**config.mk**
```make
export PLATFORM = sky130hd
export DESIGN_NAME = mont_encode_pipe_flat
export DESIGN_NICKNAME = d
export VERILOG_FILES = /design/src/rtl/mont_encode_pipe_pkg.sv /design/src/rtl/mont_encode_pipe_if.sv /design/src/rtl/mont_redc_stage.sv /design/src/rtl/mont_encode_pipe.sv /design/src/flat_wrapper.sv
export SDC_FILE = /design/constraint.sdc
export NUM_CORES = 2
export LEC_CHECK = 0
export CAP_MARGIN = 20
export CORE_ASPECT_RATIO = 0.6
export CORE_MARGIN = 10
export CORE_UTILIZATION = 52
export DETAILED_ROUTE_END_ITERATION = 8
export GPL_TIMING_DRIVEN = 0
export MAX_ROUTING_LAYER = met4
export PLACE_DENSITY_LB_ADDON = 0.15
export SLEW_MARGIN = 20
export SYNTH_ARGS = -nofsm -noshare
export SYNTH_HDL_FRONTEND = slang
export SYNTH_HIERARCHICAL = 1
export SYNTH_SLANG_ARGS = --single-unit
```
**constraint.sdc**
```tcl
create_clock -name clk -period 19.3 [get_ports clk]
set_input_delay 3.86 -clock clk [delete_from_list [all_inputs] [get_ports clk]]
set_output_delay 3.86 -clock clk [all_outputs]
set_load 0.02 [all_outputs]
```
**src/rtl/mont_encode_pipe_pkg.sv**
```systemverilog
// Shared Dilithium constants and datapath types.
// Exports Q, QINV, R2, MONT, N, coeff_t, prod_t and freeze().
package dilithium_pkg;

  localparam int Q     = 8380417;
  localparam int QINV  = 58728449;
  localparam int R2    = 2365951;
  localparam int MONT  = 4193792;
  localparam int N     = 256;
  localparam int WIDTH = 32;

  typedef logic signed [31:0] coeff_t;
  typedef logic signed [63:0] prod_t;

  // Map r in (-q, q) to canonical [0, q).
  function automatic coeff_t freeze(
    coeff_t r,
    coeff_t q
  );
    return r[31] ? r + q : r;
  endfunction

endpackage

```
**src/rtl/mont_encode_pipe_if.sv**
```systemverilog
// Valid/ready stream bundle for the Montgomery encoder.
// master drives in_*/out_ready; slave drives in_ready/out_*.
interface mont_encode_pipe_if #(
  parameter int WIDTH = 32
);

  logic                    in_valid;
  logic                    in_ready;
  logic signed [WIDTH-1:0] in_data;
  logic                    out_valid;
  logic                    out_ready;
  logic signed [WIDTH-1:0] out_data;
  logic                    out_last;

  modport master (
    output in_valid,
    output in_data,
    output out_ready,
    input  in_ready,
    input  out_valid,
    input  out_data,
    input  out_last
  );

  modport slave (
    input  in_valid,
    input  in_data,
    input  out_ready,
    output in_ready,
    output out_valid,
    output out_data,
    output out_last
  );

endinterface

```
**src/rtl/mont_redc_stage.sv**
```systemverilog
// Two-register pipelined Montgomery reduction: r = p * 2^-32 mod q.
// Ports: clk, rst_n, en (advance), in_valid/in_p, out_valid/out_r, busy.
module mont_redc_stage
  import dilithium_pkg::*;
#(
  parameter int Q    = dilithium_pkg::Q,
  parameter int QINV = dilithium_pkg::QINV
) (
  input  logic   clk,
  input  logic   rst_n,
  input  logic   en,
  input  logic   in_valid,
  input  prod_t  in_p,
  output logic   out_valid,
  output coeff_t out_r,
  output logic   busy
);

  logic        v2;
  prod_t       p2;
  coeff_t      t2;
  logic [31:0] t_c;
  prod_t       tq;

  // Only the low word matters: t = p * q^-1 mod 2^32.
  assign t_c = in_p[31:0] * 32'(QINV);

  assign tq = prod_t'(t2) * prod_t'(Q);

  always_ff @(posedge clk or negedge rst_n) begin
    if (!rst_n) begin
      v2 <= 1'b0;
      p2 <= '0;
      t2 <= '0;
    end else if (en) begin
      v2 <= in_valid;
      p2 <= in_p;
      t2 <= coeff_t'(t_c);
    end
  end

  // p - t*q has a zero low word, so the shift is exact.
  always_ff @(posedge clk or negedge rst_n) begin
    if (!rst_n) begin
      out_valid <= 1'b0;
      out_r     <= '0;
    end else if (en) begin
      out_valid <= v2;
      out_r     <= coeff_t'((p2 - tq) >>> 32);
    end
  end

  assign busy = v2 | out_valid;

endmodule

```
**src/rtl/mont_encode_pipe.sv**
```systemverilog
// Streaming x -> x*2^32 mod q encoder (multiply by R2, then REDC).
// Ports: clk, rst_n, bus (slave stream), busy. Macro: MONT_ENCODE_FREEZE_EN.
module mont_encode_pipe
  import dilithium_pkg::*;
#(
  parameter int Q     = dilithium_pkg::Q,
  parameter int QINV  = dilithium_pkg::QINV,
  parameter int R2    = dilithium_pkg::R2,
  parameter int N     = dilithium_pkg::N,
  parameter int WIDTH = dilithium_pkg::WIDTH
) (
  input  logic               clk,
  input  logic               rst_n,
  mont_encode_pipe_if.slave  bus,
  output logic               busy
);

  localparam int IW = (N > 1) ? $clog2(N) : 1;

  logic          adv;
  logic          v1;
  prod_t         p1;
  logic          v3;
  coeff_t        r3;
  logic          redc_busy;
  logic          ov;
  coeff_t        r_out;
  logic [IW-1:0] idx;
  coeff_t        x_in;

  // Whole pipe moves together; a stalled output freezes every stage.
  assign adv          = !ov || bus.out_ready;
  assign bus.in_ready = adv;

  assign x_in = coeff_t'(signed'(bus.in_data[WIDTH-1:0]));

  always_ff @(posedge clk or negedge rst_n) begin
    if (!rst_n) begin
      v1 <= 1'b0;
      p1 <= '0;
    end else if (adv) begin
      v1 <= bus.in_valid;
      p1 <= prod_t'(x_in) * prod_t'(R2);
    end
  end

  mont_redc_stage #(
    .Q    (Q),
    .QINV (QINV)
  ) u_redc (
    .clk       (clk),
    .rst_n     (rst_n),
    .en        (adv),
    .in_valid  (v1),
    .in_p      (p1),
    .out_valid (v3),
    .out_r     (r3),
    .busy      (redc_busy)
  );

`ifdef MONT_ENCODE_FREEZE_EN
  logic   v4;
  coeff_t r4;

  always_ff @(posedge clk or negedge rst_n) begin
    if (!rst_n) begin
      v4 <= 1'b0;
      r4 <= '0;
    end else if (adv) begin
      v4 <= v3;
      r4 <= freeze(r3, coeff_t'(Q));
    end
  end

  assign ov    = v4;
  assign r_out = r4;
  assign busy  = v1 | redc_busy | v4;
`else
  assign ov    = v3;
  assign r_out = r3;
  assign busy  = v1 | redc_busy;
`endif

  always_ff @(posedge clk or negedge rst_n) begin
    if (!rst_n) begin
      idx <= '0;
    end else if (ov && bus.out_ready) begin
      if (idx == IW'(N - 1)) begin
        idx <= '0;
      end else begin
        idx <= idx + 1'b1;
      end
    end
  end

  assign bus.out_valid = ov;
  assign bus.out_data  = WIDTH'(r_out);
  assign bus.out_last  = ov && (idx == IW'(N - 1));

endmodule

```
**src/flat_wrapper.sv**
```systemverilog
// flat-port wrapper written by rule: the top's interface ports become plain ports
module mont_encode_pipe_flat import dilithium_pkg::*;
#(
  parameter int Q     = dilithium_pkg::Q,
  parameter int QINV  = dilithium_pkg::QINV,
  parameter int R2    = dilithium_pkg::R2,
  parameter int N     = dilithium_pkg::N,
  parameter int WIDTH = dilithium_pkg::WIDTH
)
  (clk, rst_n, busy, bus_in_valid, bus_in_data, bus_out_ready, bus_in_ready, bus_out_valid, bus_out_data, bus_out_last);
  mont_encode_pipe_if #(.WIDTH(WIDTH)) bus_i ();
  input  logic clk;
  input  logic rst_n;
  output logic busy;
  input wire logic [$bits(bus_i.in_valid)-1:0] bus_in_valid;
  input wire logic [$bits(bus_i.in_data)-1:0] bus_in_data;
  input wire logic [$bits(bus_i.out_ready)-1:0] bus_out_ready;
  output wire logic [$bits(bus_i.in_ready)-1:0] bus_in_ready;
  output wire logic [$bits(bus_i.out_valid)-1:0] bus_out_valid;
  output wire logic [$bits(bus_i.out_data)-1:0] bus_out_data;
  output wire logic [$bits(bus_i.out_last)-1:0] bus_out_last;
  assign bus_i.in_valid = bus_in_valid;
  assign bus_i.in_data = bus_in_data;
  assign bus_i.out_ready = bus_out_ready;
  assign bus_in_ready = bus_i.in_ready;
  assign bus_out_valid = bus_i.out_valid;
  assign bus_out_data = bus_i.out_data;
  assign bus_out_last = bus_i.out_last;
  mont_encode_pipe #(.Q(Q), .QINV(QINV), .R2(R2), .N(N), .WIDTH(WIDTH)) u_core (.clk(clk), .rst_n(rst_n), .bus(bus_i), .busy(busy));
endmodule
```
==> flow_metrics.env <==
export IMPL_crit_buf_inv=8
export IMPL_tns_ps=0
export IMPL_htree_levels=4
export IMPL_fmax_mhz=85.5
export IMPL_gr_total_overflow=0
export IMPL_io_pins=72
export IMPL_routabilityCongestion=0.954
export IMPL_drtIter0Drc=2440
export IMPL_synth_nets=5067
export IMPL_finalCriticalPeriod_ps=11690
export IMPL_chipHeight_um=225
export IMPL_clock_latency_ps=470
export IMPL_cp_slowest_cell="clkdlybuf4s50_1"
export IMPL_startpoint_type="input port"
export IMPL_cp_top_family="adder cells"
export IMPL_grt_pass1_vias=24400
export IMPL_via_per_inst=5.34
export IMPL_clkSinkCount=181
export IMPL_avgSynthCellArea_um2=9.70
export IMPL_synth_top_area_share_pct=33.3
export IMPL_worst_pin_slew_ps=1130
export IMPL_period_share_pct=60.6
export IMPL_hold_violations=0
export IMPL_grt_pass1_wl_um=152000
export IMPL_ys_flop_type="dfrtp_1"
export IMPL_crit_path_frequent_cell="fa_1"
export IMPL_numCtsBuffers=17
export IMPL_relSlewSlack_pct=24.7
export IMPL_wl_um=97400
export IMPL_cts_tree="done"
export IMPL_final_max_slew_viol_count=0
export IMPL_hold_buffers=0
export IMPL_track_usage_pct=25.1
export IMPL_clk_path_buf_depth=2
export IMPL_rsz0062_at_grt="no"
export IMPL_synth_warnings=6
export IMPL_synth_edf_count=0
export IMPL_drive_above_1_share_pct=2.97
export IMPL_port_buffers=71
export IMPL_ant_nets=0
export IMPL_synth_cells=3765
export IMPL_ys_async_sr_fraction_pct=100
export IMPL_ys_ff_latch=181
export IMPL_rr_worst_depth=25
export IMPL_nets=5161
export IMPL_synth_seq_area_share_pct=12.4
export IMPL_crit_arrival_ps=12020
export IMPL_critPathMaxStageDelay_ps=980
export IMPL_fp_dieW_um=362
export IMPL_clk_pin_slew_ps=80
export IMPL_drc=0
export IMPL_routedWlPerCell_um=20.3
export IMPL_post_cts_resized=0
export IMPL_cts_root_buf="clkbuf_16"
export IMPL_synth_top_area_cell="fa_1"
export IMPL_path_max_fanout=8
export IMPL_core_area_um2=69700
export IMPL_end_kind="flop"
export IMPL_die_area_um2=81600
export IMPL_cp_required_ps=19620
export IMPL_maxCapViolCount=0
export IMPL_synthTopCellsByArea="fa_1 33%, ha_1 23%, dfrtp_1 12%"
export IMPL_holdPathEnd="u_core/idx[6]"
export IMPL_outcome="completed"
export IMPL_dr_total_vias=25600
export IMPL_fin_skew_ps=14.2
export IMPL_hp_class="reg -> reg"
export IMPL_worstSetupPathType="in -> reg"
export IMPL_hold_depth=1
export IMPL_r2r_start="u_core/u_redc/p2[4]"
export IMPL_hold_start="u_core/idx[6]"
export IMPL_syn_area_um2=36500
export IMPL_synth_distinct_cells=82
export IMPL_postCtsSetupRepairBufs=0
export IMPL_rr_endpoint="u_core/u_redc/out_r[26]"
export IMPL_reg2reg_slack_ps=11170
export IMPL_place_hpwl_um=86600
export IMPL_initial_core_util_pct=52.4
export IMPL_grt_max_degree=78
export IMPL_setup_viol=0
export IMPL_fillCellCount=6318
export IMPL_row_count=75
export IMPL_antenna_found_initial=0
export IMPL_area_delta_synth_final_pct=7.00
export IMPL_dr_pass1_iters=7
-- how the worst max path moves through the flow --
stage	slack [ps]	depth (start not counted)	startpoint	to
after global placement	6150	1	rst_n	u_core/idx[6]
after floorplan	9600	24	bus_in_data[17]	u_core/p1[50]
after CTS	7850	25	bus_in_data[15]	u_core/p1[41]
after detailed placement	7340	25	bus_in_data[15]	u_core/p1[41]
after global routing	7270	21	bus_in_data[30]	u_core/p1[53]
final	7610	25	bus_in_data[15]	u_core/p1[41]
-- stage by stage --
stage | setup WS (ps) | instances | util [%] | cell area [um^2] | hold slack, ps
2_1_floorplan | 9600 | 3765 | - | 36500 | 446
3_3_place_gp | 6150 | 4760 | 55.1 | 38400 | 471
3_5_place_dp | 7340 | 4764 | 55.2 | 38500 | 472
4_1_cts | 7850 | 4796 | 56.1 | 39100 | 488
5_1_grt | 7270 | 4796 | 56.1 | 39100 | 497
6_report | 7610 | 4797 | 56.1 | 39100 | 482
-- placed cells by master (no fill, tap or decap), drive strengths merged, types with 13 or more instances in the layout --
master and count:
a21oi 154, nor3 27, buf 20, inv 1035, clkdlybuf4s50 69, nand2 203, o21a 20, o21bai 17
xor2 48, nand2b 17, nor2 119, mux2 30, o31ai 16, a21o 65, clkbuf 70, ha 658
nand4 25, fa 608, nor2b 13, a211oi 13, and2 13, nand3 28, dfrtp 181, xnor2 107
o21ai 142, and3 19
-- synthesized netlist by cell type (6+ instances only) --
cell type,count
o31ai_1,14
and4_1,8
a21o_1,65
nand2_1,203
ha_1,658
a31o_2,8
o21bai_1,17
o21a_1,20
nor3_1,25
dfrtp_1,181
nand2b_1,17
xnor2_1,107
mux2_2,30
fa_1,608
clkbuf_1,47
o21ai_0,137
xor2_1,48
a31oi_1,12
a211o_1,9
or2_2,11
nand3_1,28
and2_1,13
nand4_1,25
nor4_1,8
and3_1,18
buf_1,10
or3_1,7
nor2_1,119
o211ai_1,10
nor2b_1,13
a21oi_1,152
mux2i_1,8
inv_1,1026
o2111ai_1,6
a211oi_1,12
-- cell type report --
type | count | area (um^2) | area share [%]
inverters | 1028 | 3860 | 9.87
clock inverters | 11 | 109 | 0.278
flip-flops and latches | 181 | 4530 | 11.6
diodes | 1 | 2.50 | 0.00640
plain buffers | 63 | 245 | 0.627
well taps | 924 | 1160 | 2.96
clock buffers | 21 | 460 | 1.18
repair buffers | 75 | 823 | 2.11
multi-input cells | 2493 | 27900 | 71.4
-- kinds of logic after synthesis --
group / after synthesis / synth area share (%)
flip-flops: 181 / 12.4
AO/OA/AOI/OAI: 515 / 8.89
buffers and inverters: 1091 / 11.2
adder cells (fa/ha/maj): 1266 / 55.8
XOR/XNOR: 155 / 3.72
multiplexers: 38 / 1.14
AND/OR/NAND/NOR: 519 / 6.77
-- registers in the layout (all words and copies together) (netlist names) --
register and cells:
u_core/idx 8, u_core/p1 55, u_core/u_redc/out_r 32, u_core/u_redc/out_valid 1
u_core/u_redc/p2 64, u_core/u_redc/t2 19, u_core/u_redc/v2 1, u_core/v1 1
-- per-layer routing --
layer / vias up / routed length (um) / GRT usage, %
met5: - / 0 / -
met4: 0 / 522 / 2.26
met3: 32 / 10300 / 6.32
met2: 829 / 33100 / 28.1
met1: 12700 / 53500 / 43.2
li1: 12000 / - / -
Power is not shown: default switching activity piles up to over one toggle a cycle in this logic, so the estimate is an artifact.
